<file path="config.mk">
export PLATFORM = sky130hd
export DESIGN_NAME = if_id_skid_stage
export DESIGN_NICKNAME = d
export VERILOG_FILES = /design/src/rtl/if_id_skid_stage_pkg.sv /design/src/rtl/if_id_skid_stage_pipe_entry_reg.sv /design/src/rtl/if_id_skid_stage.sv
export SDC_FILE = /design/constraint.sdc
export NUM_CORES = 1
export LEC_CHECK = 0
export ABC_AREA = 1
export CAP_MARGIN = 10
export CORE_MARGIN = 1.5
export CORE_UTILIZATION = 52
export CTS_CLUSTER_SIZE = 30
export DETAILED_ROUTE_END_ITERATION = 16
export GPL_ROUTABILITY_DRIVEN = 0
export GPL_TIMING_DRIVEN = 0
export PLACE_DENSITY = 0.8
export SETUP_SLACK_MARGIN = 0.15
export SYNTH_ARGS = -nofsm -noshare
export SYNTH_HDL_FRONTEND = slang
export SYNTH_SLANG_ARGS = --single-unit
</file>
<file path="constraint.sdc">
create_clock -name Clk -period 2.3 [get_ports Clk]
set_input_delay 0.575 -clock Clk [delete_from_list [all_inputs] [get_ports Clk]]
set_output_delay 0.575 -clock Clk [all_outputs]
set_load 0.01 [all_outputs]
</file>
<file path="src/rtl/if_id_skid_stage_pkg.sv">
// Shared definitions for the IF/ID pipeline register stage: default field
// widths, the bubble instruction and the {skid_v, main_v} state encoding.
package if_id_skid_stage_pkg;

    // Field widths shared with the other pipeline-register stages.
    localparam int unsigned PC_W_DEFAULT    = 32;
    localparam int unsigned INSTR_W_DEFAULT = 32;

    // Instruction presented while the stage holds a bubble or after reset.
    localparam logic [31:0] NOP_INSTR_DEFAULT = 32'h0000_0000;

    // Occupancy encoding, {skid_v, main_v}.
    localparam logic [1:0] S_EMPTY = 2'b00;
    localparam logic [1:0] S_BUSY  = 2'b01;
    localparam logic [1:0] S_FULL  = 2'b11;

    typedef enum logic [1:0] {
        StEmpty = S_EMPTY,
        StBusy  = S_BUSY,
        StFull  = S_FULL
    } state_e;

endpackage

</file>
<file path="src/rtl/if_id_skid_stage_pipe_entry_reg.sv">
// One pipeline entry {pc, instr, valid} with load enable and synchronous clear.
// Clear value is {0, NOP_INSTR, 0} so a cleared entry reads as a bubble.
module pipe_entry_reg
    import if_id_skid_stage_pkg::*;
#(
    parameter int unsigned         PC_W      = PC_W_DEFAULT,
    parameter int unsigned         INSTR_W   = INSTR_W_DEFAULT,
    parameter logic [INSTR_W-1:0]  NOP_INSTR = INSTR_W'(NOP_INSTR_DEFAULT)
) (
    input  logic                    clk_i,
    input  logic                    clr_i,
    input  logic                    en_i,
    input  logic [PC_W+INSTR_W:0]   d_i,
    output logic [PC_W+INSTR_W:0]   q_o
);

    localparam logic [PC_W+INSTR_W:0] ClearVal = {{PC_W{1'b0}}, NOP_INSTR, 1'b0};

    logic [PC_W+INSTR_W:0] entry_q;

    // Entry register: clear has priority over load.
    always_ff @(posedge clk_i) begin
        if (clr_i) begin
            entry_q <= ClearVal;
        end else if (en_i) begin
            entry_q <= d_i;
        end
    end

    assign q_o = entry_q;

endmodule

</file>
<file path="src/rtl/if_id_skid_stage.sv">
// IF/ID pipeline stage with a 2-entry skid buffer. Outputs always come from
// the main entry; the skid entry only absorbs the one extra beat that fetch
// can push in the cycle after decode stalls, which keeps in_ready registered.
module if_id_skid_stage
    import if_id_skid_stage_pkg::*;
#(
    parameter int unsigned         PC_W        = PC_W_DEFAULT,
    parameter int unsigned         INSTR_W     = INSTR_W_DEFAULT,
    parameter logic [INSTR_W-1:0]  NOP_INSTR   = INSTR_W'(NOP_INSTR_DEFAULT),
    parameter int unsigned         STALL_CNT_W = 16
) (
    input  logic                    Clk,
    input  logic                    Reset,
    input  logic                    writeEnable,
    input  logic                    Flush,
    input  logic                    in_valid,
    output logic                    in_ready,
    input  logic [PC_W-1:0]         PCplusOne,
    input  logic [INSTR_W-1:0]      Instr,
    output logic                    out_valid,
    input  logic                    out_ready,
    output logic [PC_W-1:0]         PCplusOneOut,
    output logic [INSTR_W-1:0]      InstrOut,
    output logic [STALL_CNT_W-1:0]  StallCount
);

    localparam int unsigned EntryW = PC_W + INSTR_W + 1;

    logic [EntryW-1:0]      main_q, main_d, skid_q, skid_d, in_entry;
    logic                   main_en, skid_en, entry_clr;
    logic                   main_v, skid_v, skid_v_d;
    logic                   accept, deliver;
    logic                   in_ready_q, in_ready_d;
    logic [STALL_CNT_W-1:0] stall_cnt_q, stall_cnt_d;
    state_e                 state;

    assign main_v    = main_q[0];
    assign skid_v    = skid_q[0];
    assign state     = state_e'({skid_v, main_v});
    assign entry_clr = Reset | Flush;
    assign in_entry  = {PCplusOne, Instr, 1'b1};

    // A flushed cycle never accepts; a deliver during flush needs no state change.
    assign accept  = in_valid & in_ready_q & writeEnable & ~Flush;
    assign deliver = main_v & out_ready & writeEnable;

    pipe_entry_reg #(
        .PC_W      (PC_W),
        .INSTR_W   (INSTR_W),
        .NOP_INSTR (NOP_INSTR)
    ) u_main (
        .clk_i (Clk),
        .clr_i (entry_clr),
        .en_i  (main_en),
        .d_i   (main_d),
        .q_o   (main_q)
    );

    pipe_entry_reg #(
        .PC_W      (PC_W),
        .INSTR_W   (INSTR_W),
        .NOP_INSTR (NOP_INSTR)
    ) u_skid (
        .clk_i (Clk),
        .clr_i (entry_clr),
        .en_i  (skid_en),
        .d_i   (skid_d),
        .q_o   (skid_q)
    );

    // Occupancy next-state: decide which entry loads what this cycle.
    always_comb begin
        main_en  = 1'b0;
        main_d   = main_q;
        skid_en  = 1'b0;
        skid_d   = skid_q;
        skid_v_d = skid_v;
        unique case (state)
            StEmpty: begin
                if (accept) begin
                    main_en = 1'b1;
                    main_d  = in_entry;
                end
            end
            StBusy: begin
                if (accept && deliver) begin
                    main_en = 1'b1;
                    main_d  = in_entry;
                end else if (accept) begin
                    skid_en  = 1'b1;
                    skid_d   = in_entry;
                    skid_v_d = 1'b1;
                end else if (deliver) begin
                    // Drop valid but keep the last payload visible.
                    main_en = 1'b1;
                    main_d  = {main_q[EntryW-1:1], 1'b0};
                end
            end
            StFull: begin
                if (deliver) begin
                    main_en  = 1'b1;
                    main_d   = skid_q;
                    skid_en  = 1'b1;
                    skid_d   = {skid_q[EntryW-1:1], 1'b0};
                    skid_v_d = 1'b0;
                end
            end
            default: ;
        endcase
    end

    // Ready next-state: open whenever the skid entry will be free.
    always_comb begin
        in_ready_d = in_ready_q;
        if (Flush) begin
            in_ready_d = 1'b1;
        end else if (writeEnable) begin
            in_ready_d = ~skid_v_d;
        end
    end

    // Ready register.
    always_ff @(posedge Clk) begin
        if (Reset) begin
            in_ready_q <= 1'b1;
        end else begin
            in_ready_q <= in_ready_d;
        end
    end

    // Back-pressure counter next-state: saturating, untouched by flush.
    always_comb begin
        stall_cnt_d = stall_cnt_q;
        if (writeEnable && main_v && !out_ready && (stall_cnt_q != {STALL_CNT_W{1'b1}})) begin
            stall_cnt_d = stall_cnt_q + STALL_CNT_W'(1);
        end
    end

    // Back-pressure counter register.
    always_ff @(posedge Clk) begin
        if (Reset) begin
            stall_cnt_q <= '0;
        end else begin
            stall_cnt_q <= stall_cnt_d;
        end
    end

    assign in_ready     = in_ready_q;
    assign out_valid    = main_v;
    assign PCplusOneOut = main_q[EntryW-1 -: PC_W];
    assign InstrOut     = main_q[INSTR_W:1];
    assign StallCount   = stall_cnt_q;

endmodule
</file>
Word-level counts from Yosys, hierarchy flattened
Index checks and enable logic that the tools add are counted.

word-level totals
  input bits = 70
  output and inout port bits = 82
  memories = 0
  memory bits (read-only) = 0
  bits in latches = 0
  logic and storage cells = 59
  flip-flop bits (word level) = 147
  memory bits (writable) = 0

cells by class
  reduce and logical (&&, ||, !) cells = 13
  equal/unequal tests = 10
  $lt $le $gt $ge = 0
  $add $sub $neg = 1
  mux-type cells = 19
  multiply operators = 0
  bitwise logic cells = 10
  shift-type cells = 0
  div/mod/pow operators = 0

operators by type and width
  cell                     number
  $mux W65                 4
  $pmux W65 S3             1
  $pmux W65 S2             1
  $add A16 B1 Y16 const B  1
  $ne A16 B16 Y1 const B   1
  $reduce_and A5 Y1        3
  $mux W1                  10
  $ne A2 B2 Y1 const B     5
  $ne A3 B3 Y1 const B     2
  $reduce_and A6 Y1        1
  $and A1 B1 Y1            5
  $logic_and A1 B1 Y1      4
  $not A1 Y1               4
  $pmux W1 S2              2
  $pmux W1 S3              1
  $reduce_bool A3 Y1       1
  $eq A2 B1 Y1 const B     1
  $eq A2 B2 Y1 const B     1
  $logic_not A2 Y1         1
  $reduce_bool A2 Y1       1
  $reduce_or A2 Y1         1
  $logic_not A1 Y1         1
  $or A1 B1 Y1             1

Depth between registers and ports, before layout
  depth in word-level cells = 7
  gate-level depth with buffers = 14
  mapped depth without buffers = 11

By module
A second synthesis with hierarchy kept.

unflattened totals
  cells, all modules = 1422
  area total of the unflattened synthesis = 8496.9 sq um

modules (own cells, without submodules)
  module            area each (sq um)  times used  cells each  seq. area each (sq um)
  pipe_entry_reg    2643.8             2           412         1301.2
  if_id_skid_stage  3209.3             1           598         340.3

Worst setup path after synthesis
No wires, ideal clock.

  kind = register to register
  from = reg u_main.entry_q[0] (netlist: u_main.q_o[0])
  to = reg u_main.entry_q[49] (netlist: u_main.q_o[49])
  path slack = 0.525 ns
  cell stages (with the launch flop) = 14
  period minus slack after synthesis = 1.775 ns
  required time = 2.187 ns
  data arrival time = 1.662 ns
  buffers on the path = 3
  library setup time = 0.113 ns
  cells stage by stage = dfxtp_1 > ha_1 > buf_2 > nor2_1 > nor2_1 > nand2_1 > nand2_1 > nand3_1 > nor2_1 > buf_4 > buf_4 > nand2_1 > nand2_1 > nor2_1

on the way
  cells in the longest elaborated chain, start to end = 7
  elaborated cells on any way between the ends = 16
  those cells by class = eq/ne (5); mux (5); bitwise (2); reduce/logical (4)

RTL lines
  what                                line                                             RTL
  from (decl)                         if_id_skid_stage_pipe_entry_reg.sv:19            logic [PC_W+INSTR_W:0] entry_q;
  from (signal assigned)              if_id_skid_stage_pipe_entry_reg.sv:24            entry_q <= ClearVal;
  from (signal assigned)              if_id_skid_stage_pipe_entry_reg.sv:26            entry_q <= d_i;
  $and A1 B1 Y1 (2 in a row)          if_id_skid_stage.sv:45                           assign deliver = main_v & out_ready & writeEnable;
  $mux W1                             if_id_skid_stage.sv:93, if_id_skid_stage.sv:100
  $mux W1                             if_id_skid_stage.sv:89                           end else if (accept) begin
  $mux W1                             if_id_skid_stage.sv:86                           if (accept && deliver) begin
  $pmux W1 S3                         if_id_skid_stage.sv:78                           unique case (state)
  $reduce_and A5 Y1 (no source line)  n/a

Parallel ways exist; a longest one is shown, timed or not.
A chain may end at the register's enable or synchronous reset.

Final worst setup path
  from = reg u_skid.entry_q[0] (netlist: u_skid.q_o[0])
  to = reg u_main.entry_q[44] (netlist: u_main.q_o[44])

on the way
  cells in the longest elaborated chain, start to end = 3
  elaborated cells on any way between the ends = 10
  those cells by class = eq/ne (5); mux (2); reduce/logical (3)

RTL lines
  what                                  line
  from (decl)                           if_id_skid_stage_pipe_entry_reg.sv:19
  from (signal assigned)                if_id_skid_stage_pipe_entry_reg.sv:24
  from (signal assigned)                if_id_skid_stage_pipe_entry_reg.sv:26
  $eq A2 B2 Y1 (tied with other cells)  if_id_skid_stage.sv:78
  $pmux W1 S3 (tied with other cells)   if_id_skid_stage.sv:78
  $reduce_and A5 Y1 (no source line)    n/a

Parallel ways exist; a longest one is shown, timed or not.

==> impl_results.md <==
- Outcome: finished clean
- Total die area: between 15,000 and 20,000 µm²
- Mapped Nets: approximately 1,300
- Critical path class: register to register
- Worst EP arrival: approximately 2400 ps
- DR iter-0 viols: approximately 700
- Synth Area in XOR/XNOR: 0.00799
- Max cap viols: 0
- Layout Area Growth over Synthesis: 30.1%
- Layout cell share with drive strength beyond 1: 0.0609
- Hold Crit Class: input port to register
- Netlist cell types: 24
- Worst vdd ir: slightly above 0.0005 V
- Min Tclk post-route: 2060 ps
- CTS tree: built
- DP HPWL: 14.6 mm
- Clk sink count: around 150
- M1 wire length: approximately 9.4 mm
- CTS root buf: clkbuf_16
- Post-synthesis simple-gate area fraction: 0.438
- Met2 wire length: 10.2 mm
- Largest family of logic cells by synthesized area: simple AND/OR/NAND/NOR gates
- Leakage: 4.07 nW
- Pin slew with the least headroom to its limit: a little under 600 ps
- Relative slew margins: 0.603
- Synth Area in Compound Gates: 0.0605
- DRC: 0
- H-tree depth: 4
- Adder-cell share of the synthesized area: 0.0114
- Clock tree buffer depth: 2
- Top Layer Used: met4
- Number of port buffers: 150
- Setup bufs post-CTS: 0
- Synth Cell Area: 7670 µm²
- DRT Pass-1 Iters: 5
- Final wirelength: 21.4 mm
- Hold Fails Final Rpt: 0
- Largest net degree at the start of global routing: 17
- Grt total ovfl: 0
- Max Freq: 485 MHz
- WL met3: 1.51 mm
- Period utilization: 0.897
- Chip Width: around 120 µm
- Synth warnings: 0
- # diodes: 0
- Vias: between 8,000 and 9,000
- Average wire per standard cell: approximately 13 µm
- Vias in the first global route: 7,571
- Pwr/cell area: around 570 nW/µm²
- Worst EP required: 2620 ps
- Clk Latency, worst-skew pair: between 400 and 500 ps
- Tot GR Track Use: 0.275
- Initial Utilization: 0.530
- Worst Setup Start Kind: register
- I/O pin count: about 150
- Via density: slightly above 5
- Max-slew violations: 0
- # setup viols final: 0
- Row cnt: 44
- Sequential-to-total area share from yosys stat: 0.384
- Crit path max fanout: 10
- Synthesized flop and latch total: between 100 and 150
- RSZ-0062 raised after global routing: yes
- Nets: between 1,000 and 1,500
- Final Skew: a little over 10 ps
- CP Capture Type: register
- Final ANT Viol Nets: 0
- Final setup TNS: 0 ps
- Hold Slack: 422 ps
- Antenna violations before repair: 0
- CORE AREA: 14,500 µm²
- Cells after Synth: 1,246
- Clock-pin slew on the worst setup and hold paths: roughly 60 ps
- CTS Buf Count: 17
- Die height: about 120 µm
- First-pass GRT wire length: about 35 mm
- Mux share of post-synthesis cell area: 0
- Avg Inst Size Synth: just over 6 µm²
==> logic make-up after synthesis <==
logic type               count (synthesis)
AO/OA/AOI/OAI                           91
XOR/XNOR                                 7
adder cells (fa/ha/maj)                  7
buffers and inverters                  172
flip-flops                             147
AND/OR/NAND/NOR                        822
==> timing repair <==
| item | CTS | global route |
|---|---|---|
| cloned | 1 | 0 |
| hold buffers | 0 | 0 |
| hold endpoints to repair | 0 | 0 |
| pin swaps | 0 | 1 |
| gates resized for setup | 6 | 13 |
| setup endpoints to repair | 61 | 66 |
==> path summary, 6_finish.rpt <==
check                       from             end  slack [ps]  depth (start not counted)
hold / removal             Reset   StallCount[2]         420                          2
hold reg to reg   u_skid.q_o[22]  u_skid.q_o[22]         470                          2
setup reg to reg   u_skid.q_o[0]  u_main.q_o[44]         240                         14
setup / recovery   u_skid.q_o[0]  u_main.q_o[44]         240                         14
==> cell usage after synthesis <==
| library cell | count | share of area |
|---|---|---|
| nand4_1 | 66 | 0.054 |
| ha_1 | 7 | 0.011 |
| inv_2 | 4 | 0.0020 |
| buf_6 | 2 | 0.0029 |
| nand3_1 | 76 | 0.050 |
| o221ai_1 | 1 | 0.0011 |
| inv_1 | 81 | 0.040 |
| buf_1 | 7 | 0.0034 |
| a221oi_1 | 1 | 0.0011 |
| nand2_1 | 389 | 0.19 |
| clkbuf_1 | 32 | 0.016 |
| a31oi_1 | 1 | 0.00082 |
| xnor2_1 | 4 | 0.0046 |
| nand2_2 | 1 | 0.00082 |
| dfxtp_1 | 147 | 0.38 |
| buf_4 | 14 | 0.014 |
| nor2_2 | 2 | 0.0016 |
| buf_2 | 32 | 0.021 |
| nand3b_1 | 1 | 0.00098 |
| nor3_1 | 3 | 0.0020 |
| nor2_1 | 284 | 0.14 |
| o21ai_0 | 8 | 0.0052 |
| a21oi_1 | 80 | 0.052 |
| xor2_1 | 3 | 0.0034 |
==> per-stage QoR <==
step | total power [W] | utilization | worst slack [ps] | instance area (µm²) | instances
after floorplan | 0.00292 | - | 525 | 7670 | 1246
after global placement | 0.00320 | 0.649 | -291 | 9400 | 1580
after detailed placement | 0.00320 | 0.649 | -297 | 9400 | 1580
after CTS | 0.00572 | 0.687 | 150 | 9950 | 1613
after global routing | 0.00589 | 0.689 | 125 | 9980 | 1613
final | 0.00570 | 0.689 | 237 | 9980 | 1613
==> power breakdown <==
part / total, W / leakage, nW / internal, W / switching (W)
Sequential: 0.00259 / 1.19 / 0.00257 / 0.0000146
Combinational: 0.000569 / 2.62 / 0.000264 / 0.000305
Clock: 0.00254 / 0.258 / 0.00149 / 0.00105
==> state kept, by name, summed over array words and instances, names as in the netlist <==
signal	cells
StallCount	16
in_ready	1
u_main.q_o	65
u_skid.q_o	65
==> routing by layer <==
metal / track usage / up-vias
met5: 0 / -
met3: 0.0666 / 34
met2: 0.462 / 292
li1: - / 4259
met1: 0.349 / 3677
met4: 0.0818 / 0
==> cell usage in the layout (no fill, tap or decap) <==
cell	n
clkbuf_1	38
a221oi_1	1
clkinv_2	3
clkdlybuf4s50_1	149
a31oi_1	1
dlymetal6s2s_1	1
buf_8	1
nor3_1	3
xor2_1	3
a21oi_1	80
dfxtp_1	145
clkbuf_4	2
dfxtp_4	1
buf_6	4
nor2_2	2
nand4_1	66
nand2_2	1
nor2_4	1
buf_2	29
nand3b_1	1
inv_1	80
nand3_1	75
buf_1	7
clkbuf_2	1
clkbuf_16	17
o21ai_0	8
nand3_2	1
ha_1	7
o221ai_1	1
inv_2	5
nand2_1	389
buf_4	13
nor2_1	283
xnor2_1	4
dfxtp_2	1
clkinvlp_4	1
clkbuf_8	4
==> critical path: stages (launching register included) <==
cell and delay (ps):
dfxtp_2 350, inv_2 90, ha_1 150, buf_4 150, nor2_1 70, nor2_1 110, nand2_1 80, nand2_1 110
nand3_2 120, nor2_4 180, buf_6 170, buf_4 180, nand2_1 60, nand2_1 60, nor2_1 40
==> area by class of cell <==
| cell class | count | area [µm²] |
|---|---|---|
| sequential | 147 | 2950 |
| clock buffer | 28 | 507 |
| multi-input combinational | 927 | 3990 |
| timing repair buffer | 151 | 1520 |
| inverter | 85 | 319 |
| tap | 184 | 230 |
| clock inverter | 4 | 22.5 |
| buffer | 87 | 454 |
| fill | 1352 | 4500 |
Power figures use the tool's default switching activity.
